## src/rtl/add_seq_pkg.sv

```systemverilog
// Shared definitions for the multi-word add sequencer: slice width, FSM states
// and the width of the slice index.
package add_seq_pkg;

  localparam int ADD_SLICE_W = 32;
  localparam int WORDS_MAX   = 8;

  typedef enum logic [1:0] {IDLE, RUN, DONE} state_t;

  function automatic int idx_w();
    return $clog2(WORDS_MAX);
  endfunction

  localparam int IDX_W = idx_w();

endpackage

```

## src/rtl/multiword_add_sequencer.sv

```systemverilog
// Feeds a 32-bit combinational adder one slice per cycle (low slice first),
// rippling the carry through a register. SUBTRACT_EN adds in_sub for A-B.
module multiword_add_sequencer
  import add_seq_pkg::*;
#(
  parameter int WORDS = 2
) (
  input  logic                         clk,
  input  logic                         rst,
  input  logic                         in_valid,
  output logic                         in_ready,
  input  logic [ADD_SLICE_W*WORDS-1:0] in_a,
  input  logic [ADD_SLICE_W*WORDS-1:0] in_b,
  input  logic                         in_cin,
`ifdef SUBTRACT_EN
  input  logic                         in_sub,
`endif
  output logic [ADD_SLICE_W-1:0]       add_a,
  output logic [ADD_SLICE_W-1:0]       add_b,
  output logic                         add_cin,
  input  logic [ADD_SLICE_W-1:0]       add_sum,
  input  logic                         add_cout,
  output logic                         out_valid,
  input  logic                         out_ready,
  output logic [ADD_SLICE_W*WORDS-1:0] out_sum,
  output logic                         out_cout,
  output logic                         out_ovf
);

  localparam int SEL_W = (WORDS > 1) ? $clog2(WORDS) : 1;
  localparam logic [IDX_W-1:0] LAST = IDX_W'(WORDS - 1);

  state_t                               state;
  logic [IDX_W-1:0]                     idx;
  logic [SEL_W-1:0]                     sel;
  logic [WORDS-1:0][ADD_SLICE_W-1:0]    a_reg, b_reg, sum_reg, sum_nxt;
  logic                                 carry_reg;
  logic [ADD_SLICE_W*WORDS-1:0]         b_lat;
  logic                                 cin_lat;

  assign sel = idx[SEL_W-1:0];

  // Subtraction is folded in at latch time: A + ~B + 1.
`ifdef SUBTRACT_EN
  assign b_lat   = in_sub ? ~in_b : in_b;
  assign cin_lat = in_sub ? 1'b1 : in_cin;
`else
  assign b_lat   = in_b;
  assign cin_lat = in_cin;
`endif

  // The adder is combinational, so slices go out unregistered.
  always_comb begin
    add_a   = '0;
    add_b   = '0;
    add_cin = 1'b0;
    sum_nxt = sum_reg;
    sum_nxt[sel] = add_sum;
    if (state == RUN) begin
      add_a   = a_reg[sel];
      add_b   = b_reg[sel];
      add_cin = carry_reg;
    end
  end

  always_ff @(posedge clk or posedge rst) begin
    if (rst) begin
      state     <= IDLE;
      idx       <= '0;
      a_reg     <= '0;
      b_reg     <= '0;
      sum_reg   <= '0;
      carry_reg <= 1'b0;
      in_ready  <= 1'b1;
      out_valid <= 1'b0;
      out_sum   <= '0;
      out_cout  <= 1'b0;
      out_ovf   <= 1'b0;
    end else begin
      case (state)
        IDLE: begin
          if (in_valid && in_ready) begin
            a_reg     <= in_a;
            b_reg     <= b_lat;
            carry_reg <= cin_lat;
            idx       <= '0;
            in_ready  <= 1'b0;
            state     <= RUN;
          end
        end
        RUN: begin
          sum_reg   <= sum_nxt;
          carry_reg <= add_cout;
          if (idx == LAST) begin
            // Final slice: add_a/add_b carry the operand sign bits.
            idx       <= '0;
            state     <= DONE;
            out_valid <= 1'b1;
            out_sum   <= sum_nxt;
            out_cout  <= add_cout;
            out_ovf   <= (add_a[ADD_SLICE_W-1] == add_b[ADD_SLICE_W-1]) &&
                         (add_sum[ADD_SLICE_W-1] != add_a[ADD_SLICE_W-1]);
          end else begin
            idx <= idx + 1'b1;
          end
        end
        DONE: begin
          if (out_ready) begin
            out_valid <= 1'b0;
            in_ready  <= 1'b1;
            state     <= IDLE;
          end
        end
        default: state <= IDLE;
      endcase
    end
  end

endmodule

```

## config.mk

```make
export PLATFORM = sky130hd
export DESIGN_NAME = multiword_add_sequencer
export DESIGN_NICKNAME = d
export VERILOG_FILES = /design/src/rtl/add_seq_pkg.sv /design/src/rtl/multiword_add_sequencer.sv
export SDC_FILE = /design/constraint.sdc
export NUM_CORES = 1
export LEC_CHECK = 0
export CAP_MARGIN = 20
export CORE_MARGIN = 5
export CORE_UTILIZATION = 49
export DETAILED_ROUTE_END_ITERATION = 6
export PLACE_DENSITY = 0.8
export SLEW_MARGIN = 20
export SYNTH_ARGS = -nofsm -noshare
export SYNTH_HDL_FRONTEND = slang
export SYNTH_SLANG_ARGS = --single-unit
```

## constraint.sdc

```tcl
create_clock -name clk -period 12.2 [get_ports clk]
set_clock_uncertainty 0.2 [all_clocks]
set_input_delay 1.83 -clock clk [delete_from_list [all_inputs] [get_ports clk]]
set_output_delay 1.83 -clock clk [all_outputs]
set_load 0.02 [all_outputs]
```

=== Word level (Yosys, flattened, before mapping) ===
Cells that the tools add are included.

* Flip-flop bits (word level): 266
* Input port bits: 166
* Logic and storage cells: 63

* Add/subtract/negate cells: 1
* Magnitude comparators: 2
* Eq/ne operators: 8
* Multiplexer cells: 25
* Reductions and logical operators: 13

{| class="wikitable"
|+ Operator list
! cell !! number
|-
| 32-bit two-way mux || 7
|-
| 64-bit bitwise mux || 1
|-
| 32-bit demux with 1-bit select || 1
|-
| 3-bit AND reduction || 3
|-
| 1-bit two-way mux || 6
|-
| 2-bit two-way mux || 3
|-
| 3-bit two-way mux || 2
|-
| 1-bit case mux with 2 select lines || 3
|-
| 2-bit case mux with 3 select lines || 1
|-
| 3-bit case mux with 2 select lines || 1
|-
| 2-bit AND reduction || 3
|-
| 2-bit nonzero test || 3
|-
| 2-bit != test (second input constant) || 2
|-
| 3-bit by 1-bit adder with 3-bit output (second input constant) || 1
|-
| 3-bit by 1-bit equality test with 1-bit output (second input constant) || 1
|-
| 1-bit logical AND || 3
|-
| 2-bit by 1-bit equality test with 1-bit output (second input constant) || 1
|-
| 2-bit equality test (second input constant) || 1
|-
| 2-bit zero test || 1
|-
| 1-bit by 2-bit less-than comparator with 1-bit output (second input constant) || 1
|-
| 2-bit by 1-bit != test with 1-bit output (second input constant) || 1
|-
| 1-bit equality test || 1
|-
| 1-bit greater-or-equal comparator (second input constant) || 1
|-
| 1-bit != test || 1
|}

=== Depth between registers and ports, before layout ===
Gate-level depths: netlist of the first run.

* Depth after elaboration: 5
* Depth in mapped cells: 8

=== Least setup slack after synthesis of the first run ===
OpenSTA, ideal clock, no wires.

* Path type: flip-flop to output port
* From: register idx[0]
* To: output port add_b[13]
* Arrival: 1,349 ps
* Required time: 10,170 ps
* Path slack: 8,821 ps
* Cell stages (with the launch flop): 6
* Path buffers: 3
* Cell sequence: dfrtp_1 -> buf_4 -> buf_2 -> buf_2 -> mux2i_1 -> nor2_1

* Word-level cells in the longest chain between the ends: 3

{| class="wikitable"
|+ RTL lines
! what !! RTL line !! RTL
|-
| start, declared || multiword_add_sequencer.sv:34 || <nowiki>logic [IDX_W-1:0] idx;</nowiki>
|-
| start signal, assigned || multiword_add_sequencer.sv:104 || <nowiki>idx <= idx + 1'b1;</nowiki>
|-
| 32-bit two-way mux (not written as such) (2 in series) || multiword_add_sequencer.sv:61 || <nowiki>add_b = b_reg[sel];</nowiki>
|-
| 32-bit two-way mux || multiword_add_sequencer.sv:59 || <nowiki>if (state == RUN) begin</nowiki>
|-
| end, declared || multiword_add_sequencer.sv:19 || <nowiki>output logic [ADD_SLICE_W-1:0] add_b,</nowiki>
|}

Every way passes these cells. The select of a mux whose other input is x is not followed.

=== Worst setup path after layout of the first run ===
* From: register idx[0]
* To: output port add_a[4]

* Word-level cells in the longest chain between the ends: 3

{| class="wikitable"
|+ RTL lines
! what !! RTL line !! RTL
|-
| 32-bit two-way mux (not written as such) (2 in series) || multiword_add_sequencer.sv:60 || <nowiki>add_a = a_reg[sel];</nowiki>
|-
| 32-bit two-way mux || multiword_add_sequencer.sv:59 ||
|-
| end, declared || multiword_add_sequencer.sv:18 || <nowiki>output logic [ADD_SLICE_W-1:0] add_a,</nowiki>
|}

Every way passes these cells. The select of a mux whose other input is x is not followed.

==> flow_results.xml, run 1 <==
<?xml version="1.0" encoding="UTF-8"?>
<metrics>
  <group name="timing">
    <metric name="fmaxAchievable" unit="MHz">196.5</metric>
    <metric name="final_period_minus_worst_setup_slack" unit="ns">5.088</metric>
    <metric name="drv_slew" unit="">0</metric>
    <metric name="setup_viol" unit="">0</metric>
    <metric name="worst-slew-pin-transition" unit="ns">1.081</metric>
    <metric name="finalSetupTns" unit="ns">0</metric>
    <metric name="fin_crit_sh" unit="%">41.71</metric>
    <metric name="rsz0062_at_grt" unit="">false</metric>
    <metric name="hold_viol_final" unit="">0</metric>
    <metric name="setup_ws" unit="ns">7.112</metric>
    <metric name="relSlewSlack" unit="%">27.90</metric>
  </group>
  <group name="detailed_routing">
    <metric name="detailed_routing_iteration_count_for_the_pre_antenna_repair_pass" unit="">4</metric>
    <metric name="ant_nets" unit="">0</metric>
    <metric name="route.layer.met1.wl" unit="µm">11180</metric>
    <metric name="top_layer_used" unit="">met4</metric>
    <metric name="dr_wl_met3" unit="µm">2775</metric>
    <metric name="drc" unit="">0</metric>
    <metric name="routedWlPerCell" unit="µm">18.61</metric>
    <metric name="met2WireLength" unit="µm">13140</metric>
    <metric name="vias" unit="">7747</metric>
    <metric name="postRouteWirelength" unit="µm">27790</metric>
    <metric name="violation_count_after_the_first_detailed_routing_iteration" unit="">419</metric>
    <metric name="routed_via_density" unit="">5.189</metric>
  </group>
  <group name="floorplan">
    <metric name="die_area" unit="mm²">0.02652</metric>
    <metric name="die_width" unit="µm">162.8</metric>
    <metric name="floorplan.core_area" unit="mm²">0.02326</metric>
    <metric name="fp-row-count" unit="">56</metric>
    <metric name="initial_core_util" unit="%">49.21</metric>
    <metric name="ios" unit="">299</metric>
    <metric name="die_h" unit="µm">162.8</metric>
  </group>
  <group name="place">
    <metric name="post-place-ws" unit="ns">7.209</metric>
    <metric name="detailed_place_hpwl" unit="µm">18910</metric>
    <metric name="port_bufs" unit="">298</metric>
    <metric name="finalWeightedCongestion" unit="">0.7898</metric>
    <metric name="placed_cells_incl_taps" unit="">1443</metric>
  </group>
  <group name="finish">
    <metric name="layout.area.seq" unit="mm²">0.006661</metric>
    <metric name="multi_input_comb_area" unit="mm²">0.004478</metric>
    <metric name="finalNetCount" unit="">1320</metric>
    <metric name="syn_to_final_growth" unit="%">35.92</metric>
    <metric name="count_of_fill_cells_added_during_filler_insertion" unit="">1783</metric>
    <metric name="drive_above_1_share" unit="%">21.23</metric>
    <metric name="post_layout_cell_count" unit="">1493</metric>
  </group>
  <group name="setup_path">
    <metric name="cp-end-kind" unit="">output pin</metric>
    <metric name="critPathKind" unit="">flop to output pin</metric>
    <metric name="worst_ep_required_time" unit="ns">10.17</metric>
    <metric name="cp-start-kind" unit="">flop</metric>
    <metric name="maximum_fanout_encountered_on_the_critical_timing_path" unit="">49</metric>
    <metric name="cp.arrival" unit="ns">3.06</metric>
  </group>
  <group name="global_route">
    <metric name="groute.usage.overall" unit="%">21.00</metric>
    <metric name="first_pass_grt_wire_length" unit="µm">44690</metric>
    <metric name="grt_start_max_net_pins" unit="">145</metric>
    <metric name="antenna_found_initial" unit="">0</metric>
    <metric name="grt-ovfl-total" unit="">0</metric>
    <metric name="grt_pass1_vias" unit="">8443</metric>
  </group>
  <group name="cts">
    <metric name="tritoncts" unit="">yes</metric>
    <metric name="post-cts-setup-buffers" unit="">0</metric>
    <metric name="holdBufCountCts" unit="">0</metric>
    <metric name="number_of_buffers_created_by_cts" unit="">28</metric>
    <metric name="clk_latency" unit="ns">0.52</metric>
    <metric name="numClockSinks" unit="">266</metric>
    <metric name="root_buffer" unit="">sky130_fd_sc_hd__clkbuf_16</metric>
    <metric name="postCtsResizedCells" unit="">0</metric>
    <metric name="clock_transition_at_the_registers_of_the_reported_paths" unit="ns">0.06</metric>
    <metric name="buffer_depth_of_the_longest_clock_path" unit="">3</metric>
    <metric name="ctsHtreeMaxLevel" unit="">1</metric>
  </group>
  <group name="synth">
    <metric name="syn-cell-area" unit="mm²">0.01145</metric>
    <metric name="synth_seq_cells" unit="">266</metric>
    <metric name="synth-seq-area-share" unit="%">58.16</metric>
    <metric name="syn_avg_cell_area" unit="µm²">13.11</metric>
    <metric name="ys.warnings.count" unit="">0</metric>
    <metric name="postSynthNetCount" unit="">1039</metric>
    <metric name="count_of_distinct_cell_types_in_the_synthesized_netlist" unit="">31</metric>
    <metric name="syn_inst" unit="">873</metric>
  </group>
  <group name="hold_path">
    <metric name="min-delay-path-class" unit="">flop to flop</metric>
  </group>
  <group name="pwr">
    <metric name="leakage" unit="nW">6.633</metric>
    <metric name="power_per_cell_area" unit="mW/mm²">248.7</metric>
    <metric name="peakVddDrop" unit="mV">0.1365</metric>
    <metric name="total_power" unit="mW">3.869</metric>
  </group>
  <group name="job">
    <metric name="maxCapViolations" unit="">0</metric>
  </group>
  <group name="run_status">
    <metric name="run_status" unit="">finished, final reports clean</metric>
  </group>
</metrics>
-- worst max-delay path, cell delays in order, from the launching register on --
cell and delay [ns]:
sky130_fd_sc_hd__dfrtp_4 0.73, sky130_fd_sc_hd__buf_4 0.79, sky130_fd_sc_hd__mux2i_1 0.16, sky130_fd_sc_hd__nor2_1 0.14, sky130_fd_sc_hd__clkdlybuf4s50_1 0.69
-- power breakdown --
group	leakage [nW]	total, mW	internal [mW]	switching [mW]
combinational	2.97	1.45	0.790	0.662
clock	0.462	0.841	0.509	0.332
sequential	3.20	1.58	1.32	0.255
-- synthesized netlist by cell type --
cell                       number  share of area [%]
sky130_fd_sc_hd__buf_4         14               0.92
sky130_fd_sc_hd__inv_1          3              0.098
sky130_fd_sc_hd__mux2_2       184                 18
sky130_fd_sc_hd__a22oi_1        1              0.066
sky130_fd_sc_hd__nand2b_1       1              0.055
sky130_fd_sc_hd__o21bai_1       1              0.066
sky130_fd_sc_hd__clkbuf_1       9               0.30
sky130_fd_sc_hd__a21o_1         2               0.13
sky130_fd_sc_hd__and2b_1        1              0.066
sky130_fd_sc_hd__nand2_1        8               0.26
sky130_fd_sc_hd__nand3_1        1              0.044
sky130_fd_sc_hd__nor3b_2        1               0.11
sky130_fd_sc_hd__mux2i_1      128                 11
sky130_fd_sc_hd__nor4bb_1       1              0.087
sky130_fd_sc_hd__o21a_1         1              0.066
sky130_fd_sc_hd__a21oi_1       66                2.9
sky130_fd_sc_hd__nor2_1       130                4.3
sky130_fd_sc_hd__o211ai_1       1              0.066
sky130_fd_sc_hd__buf_2         35                1.5
sky130_fd_sc_hd__xor2_1         1              0.077
sky130_fd_sc_hd__o22ai_1        1              0.055
sky130_fd_sc_hd__a31o_2         1              0.077
sky130_fd_sc_hd__or4_1          1              0.066
sky130_fd_sc_hd__and2_1         2               0.11
sky130_fd_sc_hd__dfstp_2        1               0.23
sky130_fd_sc_hd__mux2_1         9               0.89
sky130_fd_sc_hd__dfrtp_1      265                 58
sky130_fd_sc_hd__buf_6          1              0.098
sky130_fd_sc_hd__nor2_2         1              0.055
sky130_fd_sc_hd__nand4b_1       1              0.077
sky130_fd_sc_hd__o21ai_1        1              0.044
-- path summary, 6_finish.rpt --
check                                              end  slack, ns  cells after the start                  start
worst max-delay path                          add_a[4]       7.11                      4     idx[0]$_DFFE_PP0P_
worst min-delay path             out_valid$_DFFE_PP0P_       0.28                      1  out_valid$_DFFE_PP0P_
worst max register to register   a_reg[22]$_DFFE_PP0P_       9.27                      4   in_ready$_DFFE_PP1P_
worst min register to register   out_valid$_DFFE_PP0P_       0.28                      1  out_valid$_DFFE_PP0P_
max in group asynchronous        a_reg[61]$_DFFE_PP0P_       7.88                      4                    rst
min in group asynchronous       out_sum[3]$_DFFE_PP0P_       1.69                      2                    rst
-- final cells by class --
type	instances	share of cell area (%)
multi-input combinational	545	28.78
antenna	1	0.01608
clock buffer	40	5.316
clock inverter	9	0.6112
timing repair buffer	310	19.77
sequential	266	42.81
tap	319	2.565
inverter	3	0.1206
-- layer usage --
layer / vias up / track usage, %
met5: - / 0
met2: 255 / 34.75
li1: 3600 / -
met3: 49 / 8.226
met4: 0 / 6.062
met1: 3843 / 25.70
-- cells in the final DEF (no fill, tap or decap), types with 2 or more instances in the layout --
master / n
sky130_fd_sc_hd__clkdlybuf4s50_1: 298
sky130_fd_sc_hd__dfrtp_1: 264
sky130_fd_sc_hd__mux2_2: 184
sky130_fd_sc_hd__nor2_1: 130
sky130_fd_sc_hd__mux2i_1: 128
sky130_fd_sc_hd__a21oi_1: 66
sky130_fd_sc_hd__clkbuf_16: 29
sky130_fd_sc_hd__buf_4: 11
sky130_fd_sc_hd__mux2_1: 9
sky130_fd_sc_hd__nand2_1: 8
sky130_fd_sc_hd__clkinv_2: 7
sky130_fd_sc_hd__clkbuf_8: 6
sky130_fd_sc_hd__clkbuf_1: 5
sky130_fd_sc_hd__a21o_1: 2
sky130_fd_sc_hd__inv_1: 2
sky130_fd_sc_hd__bufinv_16: 2
-- per-stage QoR --
step                instance area, µm²  utilization [%]  hold WS, ns
floorplan                        11450                -       0.2376
global route                     15560            66.87       0.3063
global placement                 14630            62.89       0.2554
CTS                              15550            66.86       0.2826
finish                           15560            66.88       0.2802
detailed placement               14630            62.89       0.2669
-- cell families after synthesis --
group | after synthesis | synth area share, %
mux | 321 | 30.18
xor+xnor | 1 | 0.07653
buf+inv | 62 | 2.940
compound gates | 75 | 3.454
simple gates | 148 | 5.192
flops | 266 | 58.16
No activity file was read; power rests on OpenSTA's default activity.
==> run 2: changes to the inputs <==
Clock period 12.2 ns to 4.9 ns, I/O delays scaled along.
==> run 2 against run 1 <==
Compared with the run above: setup slack got worse by 6.3 ns; hold slack improved by 0.0025 ns; first-iteration DRC count fell by 11%; critical path depth did not move; critical path type unchanged; critical endpoint is now add_a[27]; largest power group unchanged; highest routed layer is now met5.
==> flow_results.xml, run 2 (synthesized netlist as in run 1, its figures left out) <==
<?xml version="1.0" encoding="UTF-8"?>
<metrics>
  <group name="finish">
    <metric name="syn_to_final_growth" unit="%">36.89</metric>
    <metric name="most_common_cell_after_layout_fill_and_taps_aside" unit="">sky130_fd_sc_hd__clkdlybuf4s50_1</metric>
    <metric name="leading_cell_types_in_the_layout_fill_and_taps_excluded" unit="">298 x sky130_fd_sc_hd__clkdlybuf4s50_1, 264 x sky130_fd_sc_hd__dfrtp_1, 184 x sky130_fd_sc_hd__mux2_2</metric>
    <metric name="drive_above_1_share" unit="%">21.36</metric>
    <metric name="multi_input_comb_area" unit="mm²">0.004478</metric>
    <metric name="count_of_fill_cells_added_during_filler_insertion" unit="">1706</metric>
    <metric name="layout.area.seq" unit="mm²">0.006661</metric>
    <metric name="postLayoutCellArea" unit="mm²">0.01567</metric>
    <metric name="finalNetCount" unit="">1320</metric>
  </group>
  <group name="floorplan">
    <metric name="initial_core_util" unit="%">49.21</metric>
    <metric name="die_h" unit="µm">162.8</metric>
    <metric name="ios" unit="">299</metric>
    <metric name="die_area" unit="mm²">0.02652</metric>
    <metric name="fp-row-count" unit="">56</metric>
    <metric name="floorplan.core_area" unit="mm²">0.02326</metric>
    <metric name="die_width" unit="µm">162.8</metric>
  </group>
  <group name="cts">
    <metric name="clk_latency" unit="ns">0.53</metric>
    <metric name="clock_transition_at_the_registers_of_the_reported_paths" unit="ns">0.06</metric>
    <metric name="postCtsResizedCells" unit="">0</metric>
    <metric name="tritoncts" unit="">yes</metric>
    <metric name="ctsHtreeMaxLevel" unit="">1</metric>
    <metric name="numClockSinks" unit="">266</metric>
    <metric name="root_buffer" unit="">sky130_fd_sc_hd__clkbuf_16</metric>
    <metric name="holdBufCountCts" unit="">0</metric>
    <metric name="number_of_buffers_created_by_cts" unit="">28</metric>
    <metric name="post-cts-setup-buffers" unit="">0</metric>
    <metric name="buffer_depth_of_the_longest_clock_path" unit="">3</metric>
  </group>
  <group name="detailed_routing">
    <metric name="vias" unit="">7692</metric>
    <metric name="ant_nets" unit="">0</metric>
    <metric name="routedWlPerCell" unit="µm">18.39</metric>
    <metric name="violation_count_after_the_first_detailed_routing_iteration" unit="">372</metric>
    <metric name="detailed_routing_iteration_count_for_the_pre_antenna_repair_pass" unit="">6</metric>
    <metric name="top_layer_used" unit="">met5</metric>
    <metric name="drc" unit="">0</metric>
    <metric name="postRouteWirelength" unit="µm">27490</metric>
    <metric name="dr_wl_met3" unit="µm">2799</metric>
    <metric name="met2WireLength" unit="µm">12880</metric>
    <metric name="routed_via_density" unit="">5.145</metric>
    <metric name="route.layer.met1.wl" unit="µm">11370</metric>
  </group>
  <group name="setup_path">
    <metric name="setup.worst_path.start" unit="">idx[0]$_DFFE_PP0P_</metric>
    <metric name="critical_path.top_delay_family" unit="">buffers and inverters</metric>
    <metric name="end_point_of_the_critical_path" unit="">add_a[27]</metric>
    <metric name="cp.arrival" unit="ns">3.13</metric>
    <metric name="critPathKind" unit="">flop to output pin</metric>
    <metric name="r2r_start" unit="">idx[0]$_DFFE_PP0P_</metric>
    <metric name="crit_cells" unit="">4</metric>
    <metric name="critical_path.slowest_cell" unit="">sky130_fd_sc_hd__dfrtp_4</metric>
    <metric name="critPathMaxStageDelay" unit="ns">1.04</metric>
    <metric name="path_buf_inv" unit="">2</metric>
    <metric name="rrSetupSlack" unit="ns">2.04</metric>
    <metric name="worstPathCellList" unit="">buf_4 -&gt; mux2i_1 -&gt; nor2_1 -&gt; clkdlybuf4s50_1</metric>
    <metric name="r2r_end" unit="">out_sum[41]$_DFFE_PP0P_</metric>
    <metric name="cp-start-kind" unit="">flop</metric>
    <metric name="ff_to_ff_path_depth" unit="">5</metric>
    <metric name="cp-end-kind" unit="">output pin</metric>
    <metric name="worst_ep_required_time" unit="ns">3.96</metric>
    <metric name="maximum_fanout_encountered_on_the_critical_timing_path" unit="">52</metric>
  </group>
  <group name="pwr">
    <metric name="power.sequential.fraction" unit="%">40.8</metric>
    <metric name="swShare" unit="%">32.17</metric>
    <metric name="p_switching" unit="mW">3.143</metric>
    <metric name="cellInternalPower" unit="mW">6.627</metric>
    <metric name="combPwrFrac" unit="%">36.6</metric>
    <metric name="power_per_cell_area" unit="mW/mm²">623.4</metric>
    <metric name="peakVddDrop" unit="mV">0.3304</metric>
    <metric name="power.clock.fraction" unit="%">22.6</metric>
    <metric name="total_power" unit="mW">9.769</metric>
    <metric name="leakage" unit="nW">6.661</metric>
  </group>
  <group name="timing">
    <metric name="final_period_minus_worst_setup_slack" unit="ns">4.062</metric>
    <metric name="hold_viol_final" unit="">0</metric>
    <metric name="drv_slew" unit="">0</metric>
    <metric name="worst-slew-pin-transition" unit="ns">0.9928</metric>
    <metric name="hold_slack" unit="ns">0.2827</metric>
    <metric name="fin_crit_sh" unit="%">82.89</metric>
    <metric name="fmaxAchievable" unit="MHz">246.2</metric>
    <metric name="finalSetupTns" unit="ns">0</metric>
    <metric name="rsz0062_at_grt" unit="">false</metric>
    <metric name="setup_viol" unit="">0</metric>
    <metric name="relSlewSlack" unit="%">33.81</metric>
  </group>
  <group name="global_route">
    <metric name="groute.usage.overall" unit="%">20.57</metric>
    <metric name="first_pass_grt_wire_length" unit="µm">44060</metric>
    <metric name="grt-ovfl-total" unit="">0</metric>
    <metric name="grt_pass1_vias" unit="">8201</metric>
    <metric name="grt_start_max_net_pins" unit="">110</metric>
    <metric name="antenna_found_initial" unit="">3</metric>
  </group>
  <group name="job">
    <metric name="maxCapViolations" unit="">0</metric>
  </group>
  <group name="place">
    <metric name="port_bufs" unit="">298</metric>
    <metric name="detailed_place_hpwl" unit="µm">18850</metric>
    <metric name="finalWeightedCongestion" unit="">0.8120</metric>
    <metric name="placed_area" unit="mm²">0.01469</metric>
  </group>
  <group name="hold_path">
    <metric name="hold_start" unit="">carry_reg$_DFFE_PP0P_</metric>
    <metric name="min-delay-path-class" unit="">flop to flop</metric>
  </group>
  <group name="run_status">
    <metric name="run_status" unit="">finished, final reports clean</metric>
  </group>
</metrics>
-- run 2: metal layers --
metal / global-route usage [%] / vias to the layer above
met5: 0 / -
met4: 3.965 / 4
met3: 8.125 / 36
met2: 32.85 / 257
met1: 27.06 / 3790
li1: - / 3605
-- run 2: worst reg2reg max path: cells and delay by family (launching register included) --
family                 cells  cell delay [ns]
flip-flops                 1             1.04
AND/OR/NAND/NOR            3             1.01
buffers and inverters      1             0.37
AO/OA/AOI/OAI              1             0.14
-- run 2: worst min-delay path by stage --
| stage | slack [ns] | to | cells past startpoint |
|---|---|---|---|
| after floorplan | 0.24 | carry_reg$_DFFE_PP0P_ | 2 |
| after global placement | 0.26 | carry_reg$_DFFE_PP0P_ | 2 |
| after detailed placement | 0.28 | carry_reg$_DFFE_PP0P_ | 2 |
| after CTS | 0.29 | carry_reg$_DFFE_PP0P_ | 2 |
| after global routing | 0.30 | carry_reg$_DFFE_PP0P_ | 2 |
| final | 0.28 | carry_reg$_DFFE_PP0P_ | 2 |
-- run 2: metrics by stage --
stage / util [%] / worst slack [ns] / cells
floorplan: - / 0.4543 / 873
finish: 67.36 / 0.8383 / 1495
global placement: 63.06 / 1.511 / 1442
global route: 67.35 / 0.7095 / 1494
detailed placement: 63.15 / 1.409 / 1443
CTS: 67.35 / 0.8250 / 1494
-- run 2: power by group through the flow --
stage | registers (mW) | logic (mW) | clock network (mW)
after global routing | 4.14 | 3.88 | 2.36
after global placement | 4.01 | 3.48 | 0
after CTS | 4.00 | 3.62 | 2.26
after floorplan | 4.09 | 2.14 | 0
after detailed placement | 4.01 | 3.61 | 0
final | 3.99 | 3.57 | 2.21
-- run 2: layout make-up --
type | count | area share, %
Antenna cell | 1 | 0.01597
Clock buffer | 39 | 5.190
Clock inverter | 12 | 1.054
Inverter | 3 | 0.09582
Multi-Input combinational cell | 545 | 28.58
Sequential cell | 266 | 42.51
Tap cell | 319 | 2.547
Timing Repair Buffer | 310 | 20.01
==> run 3: changes to the inputs <==
Settings changed: CORE_UTILIZATION 49 to 44, PLACE_DENSITY 0.8 to 0.76.
Clock period 4.9 ns to 3.4 ns, I/O delays scaled along.
==> run 3 against run 2 <==
Compared with the run above: design area is 1.2% higher; sequential cell count is the same; critical path depth is the same; combinational power is 48% higher; largest cell class unchanged; routed wire length up 1.6%; first-iteration DRC count rose by 1.6%; core utilization shrank 6.0 points; power grew 44%; highest routed layer is now met4; setup slack worse by 0.61 ns; sequential power up 42%; die area rose by 11%; via count increased by 1.9%.
==> flow_results.xml, run 3 (synthesized netlist as in run 1, its figures left out) <==
<?xml version="1.0" encoding="UTF-8"?>
<metrics>
  <group name="timing">
    <metric name="hold_viol_final" unit="">0</metric>
    <metric name="hold_slack" unit="ns">0.1446</metric>
    <metric name="drv_slew" unit="">0</metric>
    <metric name="worst-slew-pin-transition" unit="ns">0.6287</metric>
    <metric name="setup_viol" unit="">0</metric>
    <metric name="rsz0062_at_grt" unit="">false</metric>
    <metric name="fmaxAchievable" unit="MHz">315.3</metric>
    <metric name="relSlewSlack" unit="%">58.09</metric>
    <metric name="final_period_minus_worst_setup_slack" unit="ns">3.171</metric>
    <metric name="fin_crit_sh" unit="%">93.27</metric>
  </group>
  <group name="detailed_routing">
    <metric name="drc" unit="">0</metric>
    <metric name="ant_nets" unit="">0</metric>
    <metric name="detailed_routing_iteration_count_for_the_pre_antenna_repair_pass" unit="">4</metric>
    <metric name="vias" unit="">7836</metric>
    <metric name="routedWlPerCell" unit="µm">18.31</metric>
    <metric name="routed_via_density" unit="">5.138</metric>
    <metric name="violation_count_after_the_first_detailed_routing_iteration" unit="">378</metric>
    <metric name="postRouteWirelength" unit="µm">27920</metric>
  </group>
  <group name="setup_path">
    <metric name="worst_ep_required_time" unit="ns">2.69</metric>
    <metric name="r2r_end" unit="">out_sum[38]$_DFFE_PP0P_</metric>
    <metric name="maximum_fanout_encountered_on_the_critical_timing_path" unit="">23</metric>
    <metric name="cp.arrival" unit="ns">2.46</metric>
    <metric name="rrSetupSlack" unit="ns">0.99</metric>
    <metric name="critPathKind" unit="">flop to output pin</metric>
    <metric name="cp-end-kind" unit="">output pin</metric>
    <metric name="r2r_start" unit="">idx[0]$_DFFE_PP0P_</metric>
    <metric name="ff_to_ff_path_depth" unit="">5</metric>
    <metric name="cp-start-kind" unit="">flop</metric>
  </group>
  <group name="finish">
    <metric name="layout.area.seq" unit="mm²">0.006661</metric>
    <metric name="multi_input_comb_area" unit="mm²">0.004478</metric>
    <metric name="antenna-diode-count" unit="">0</metric>
    <metric name="most_common_cell_after_layout_fill_and_taps_aside" unit="">sky130_fd_sc_hd__clkdlybuf4s50_1</metric>
    <metric name="finalNetCount" unit="">1334</metric>
    <metric name="count_of_fill_cells_added_during_filler_insertion" unit="">2079</metric>
    <metric name="drive_above_1_share" unit="%">21.85</metric>
    <metric name="postLayoutCoreUtil" unit="%">61.36</metric>
    <metric name="syn_to_final_growth" unit="%">38.49</metric>
    <metric name="leading_cell_types_in_the_layout_fill_and_taps_excluded" unit="">298 x sky130_fd_sc_hd__clkdlybuf4s50_1, 264 x sky130_fd_sc_hd__dfrtp_1, 184 x sky130_fd_sc_hd__mux2_2</metric>
  </group>
  <group name="cts">
    <metric name="holdBufCountCts" unit="">0</metric>
    <metric name="buffer_depth_of_the_longest_clock_path" unit="">3</metric>
    <metric name="root_buffer" unit="">sky130_fd_sc_hd__clkbuf_16</metric>
    <metric name="clk_latency" unit="ns">0.54</metric>
    <metric name="number_of_buffers_created_by_cts" unit="">29</metric>
    <metric name="ctsHtreeMaxLevel" unit="">1</metric>
    <metric name="numClockSinks" unit="">266</metric>
    <metric name="post-cts-setup-buffers" unit="">0</metric>
    <metric name="tritoncts" unit="">yes</metric>
    <metric name="clock_transition_at_the_registers_of_the_reported_paths" unit="ns">0.06</metric>
  </group>
  <group name="global_route">
    <metric name="grt_start_max_net_pins" unit="">89</metric>
    <metric name="first_pass_grt_wire_length" unit="µm">44730</metric>
    <metric name="antenna_found_initial" unit="">0</metric>
    <metric name="grt-ovfl-total" unit="">0</metric>
    <metric name="grt_pass1_vias" unit="">8401</metric>
    <metric name="groute.usage.overall" unit="%">18.80</metric>
  </group>
  <group name="place">
    <metric name="finalWeightedCongestion" unit="">0.7911</metric>
    <metric name="detailed_place_hpwl" unit="µm">19460</metric>
    <metric name="port_bufs" unit="">298</metric>
  </group>
  <group name="pwr">
    <metric name="cellInternalPower" unit="mW">9.501</metric>
    <metric name="power.clock.fraction" unit="%">22.2</metric>
    <metric name="swShare" unit="%">32.54</metric>
    <metric name="leakage" unit="nW">6.735</metric>
    <metric name="power.sequential.fraction" unit="%">40.3</metric>
    <metric name="combPwrFrac" unit="%">37.5</metric>
    <metric name="peakVddDrop" unit="mV">0.5575</metric>
    <metric name="power_per_cell_area" unit="mW/mm²">888.4</metric>
    <metric name="p_switching" unit="mW">4.583</metric>
  </group>
  <group name="floorplan">
    <metric name="fp-row-count" unit="">59</metric>
    <metric name="floorplan.core_area" unit="mm²">0.02584</metric>
    <metric name="die_h" unit="µm">171.3</metric>
    <metric name="ios" unit="">299</metric>
    <metric name="die_width" unit="µm">171.3</metric>
    <metric name="die_area" unit="mm²">0.02934</metric>
    <metric name="initial_core_util" unit="%">44.31</metric>
  </group>
  <group name="run_status">
    <metric name="run_status" unit="">finished, final reports clean</metric>
  </group>
  <group name="hold_path">
    <metric name="min-delay-path-class" unit="">input pin to async pin</metric>
  </group>
  <group name="job">
    <metric name="maxCapViolations" unit="">0</metric>
  </group>
</metrics>
## run 3: cell count changes in the layout (fill, tap and decap cells not counted)
cell                        change
sky130_fd_sc_hd__buf_12         +7
sky130_fd_sc_hd__clkinv_2       -4
sky130_fd_sc_hd__inv_16         +1
sky130_fd_sc_hd__clkbuf_1       +6
sky130_fd_sc_hd__buf_6          +1
sky130_fd_sc_hd__clkbuf_8       +1
sky130_fd_sc_hd__buf_4          +5
sky130_fd_sc_hd__bufinv_16      -2
sky130_fd_sc_hd__diode_2        -1
## run 3: timing repair
item,in CTS,in global routing
gates resized for setup,0,1
endpoints found under the hold margin,0,0
endpoints found under the setup margin,0,63
## run 3: through the flow
stage	total power, mW	setup WS [ns]	setup TNS (ns)	instances	cell area (µm²)
3_3_place_gp	10.88	0.6312	0	1472	14890
2_1_floorplan	8.978	-0.8207	-217.48	873	11450
3_5_place_dp	11.08	0.6617	0	1472	14890
5_1_grt	14.98	0.08119	0	1525	15850
6_report	14.08	0.2288	0	1525	15850
4_1_cts	14.28	0.04025	0	1525	15850
## run 3: metal layers
metal	share of wire (%)	GRT usage [%]	routed length, µm	up-vias
met5	0	0	0	-
met4	2.5	4.306	685	0
met3	9.2	6.022	2564	48
met2	47	31.20	13260	257
met1	41	24.26	11410	3908
li1	-	-	-	3623
## run 3: area by class of cell
class / instances / area share, %
inverters: 3 / 0.09471
flip-flops and latches: 266 / 42.02
clock buffers: 46 / 5.359
clock inverters: 7 / 0.6630
repair buffers: 323 / 20.97
multi-input cells: 545 / 28.25
well taps: 335 / 2.644
## run 3: power by group through the flow
stage | combinational [mW] | clock (mW) | sequential (mW)
2_1_floorplan | 3.09 | 0 | 5.89
3_3_place_gp | 5.21 | 0 | 5.67
3_5_place_dp | 5.34 | 0 | 5.74
4_1_cts | 5.37 | 3.21 | 5.70
5_1_grt | 5.76 | 3.34 | 5.89
6_report | 5.29 | 3.12 | 5.67
## run 3: worst max path at each step
| stage | startpoint | endpoint | cells after the start | slack, ns |
|---|---|---|---|---|
| final | idx[0]$_DFFE_PP0P_ | add_a[20] | 4 | 0.23 |
| after global routing | state[1]$_DFFE_PP0P_ | add_a[29] | 4 | 0.08 |
| after floorplan | rst | a_reg[0]$_DFFE_PP0P_ | 1 | -0.82 |
| after detailed placement | state[1]$_DFFE_PP0P_ | add_b[5] | 4 | 0.66 |
| after CTS | state[1]$_DFFE_PP0P_ | add_b[24] | 4 | 0.04 |
| after global placement | state[1]$_DFFE_PP0P_ | add_b[8] | 4 | 0.63 |
## run 3: critical path, cell delays in order, from the launching register on
cell and delay, ns:
sky130_fd_sc_hd__dfrtp_4 0.68, sky130_fd_sc_hd__buf_4 0.37, sky130_fd_sc_hd__mux2i_1 0.12, sky130_fd_sc_hd__nor2_1 0.10, sky130_fd_sc_hd__clkdlybuf4s50_1 0.63
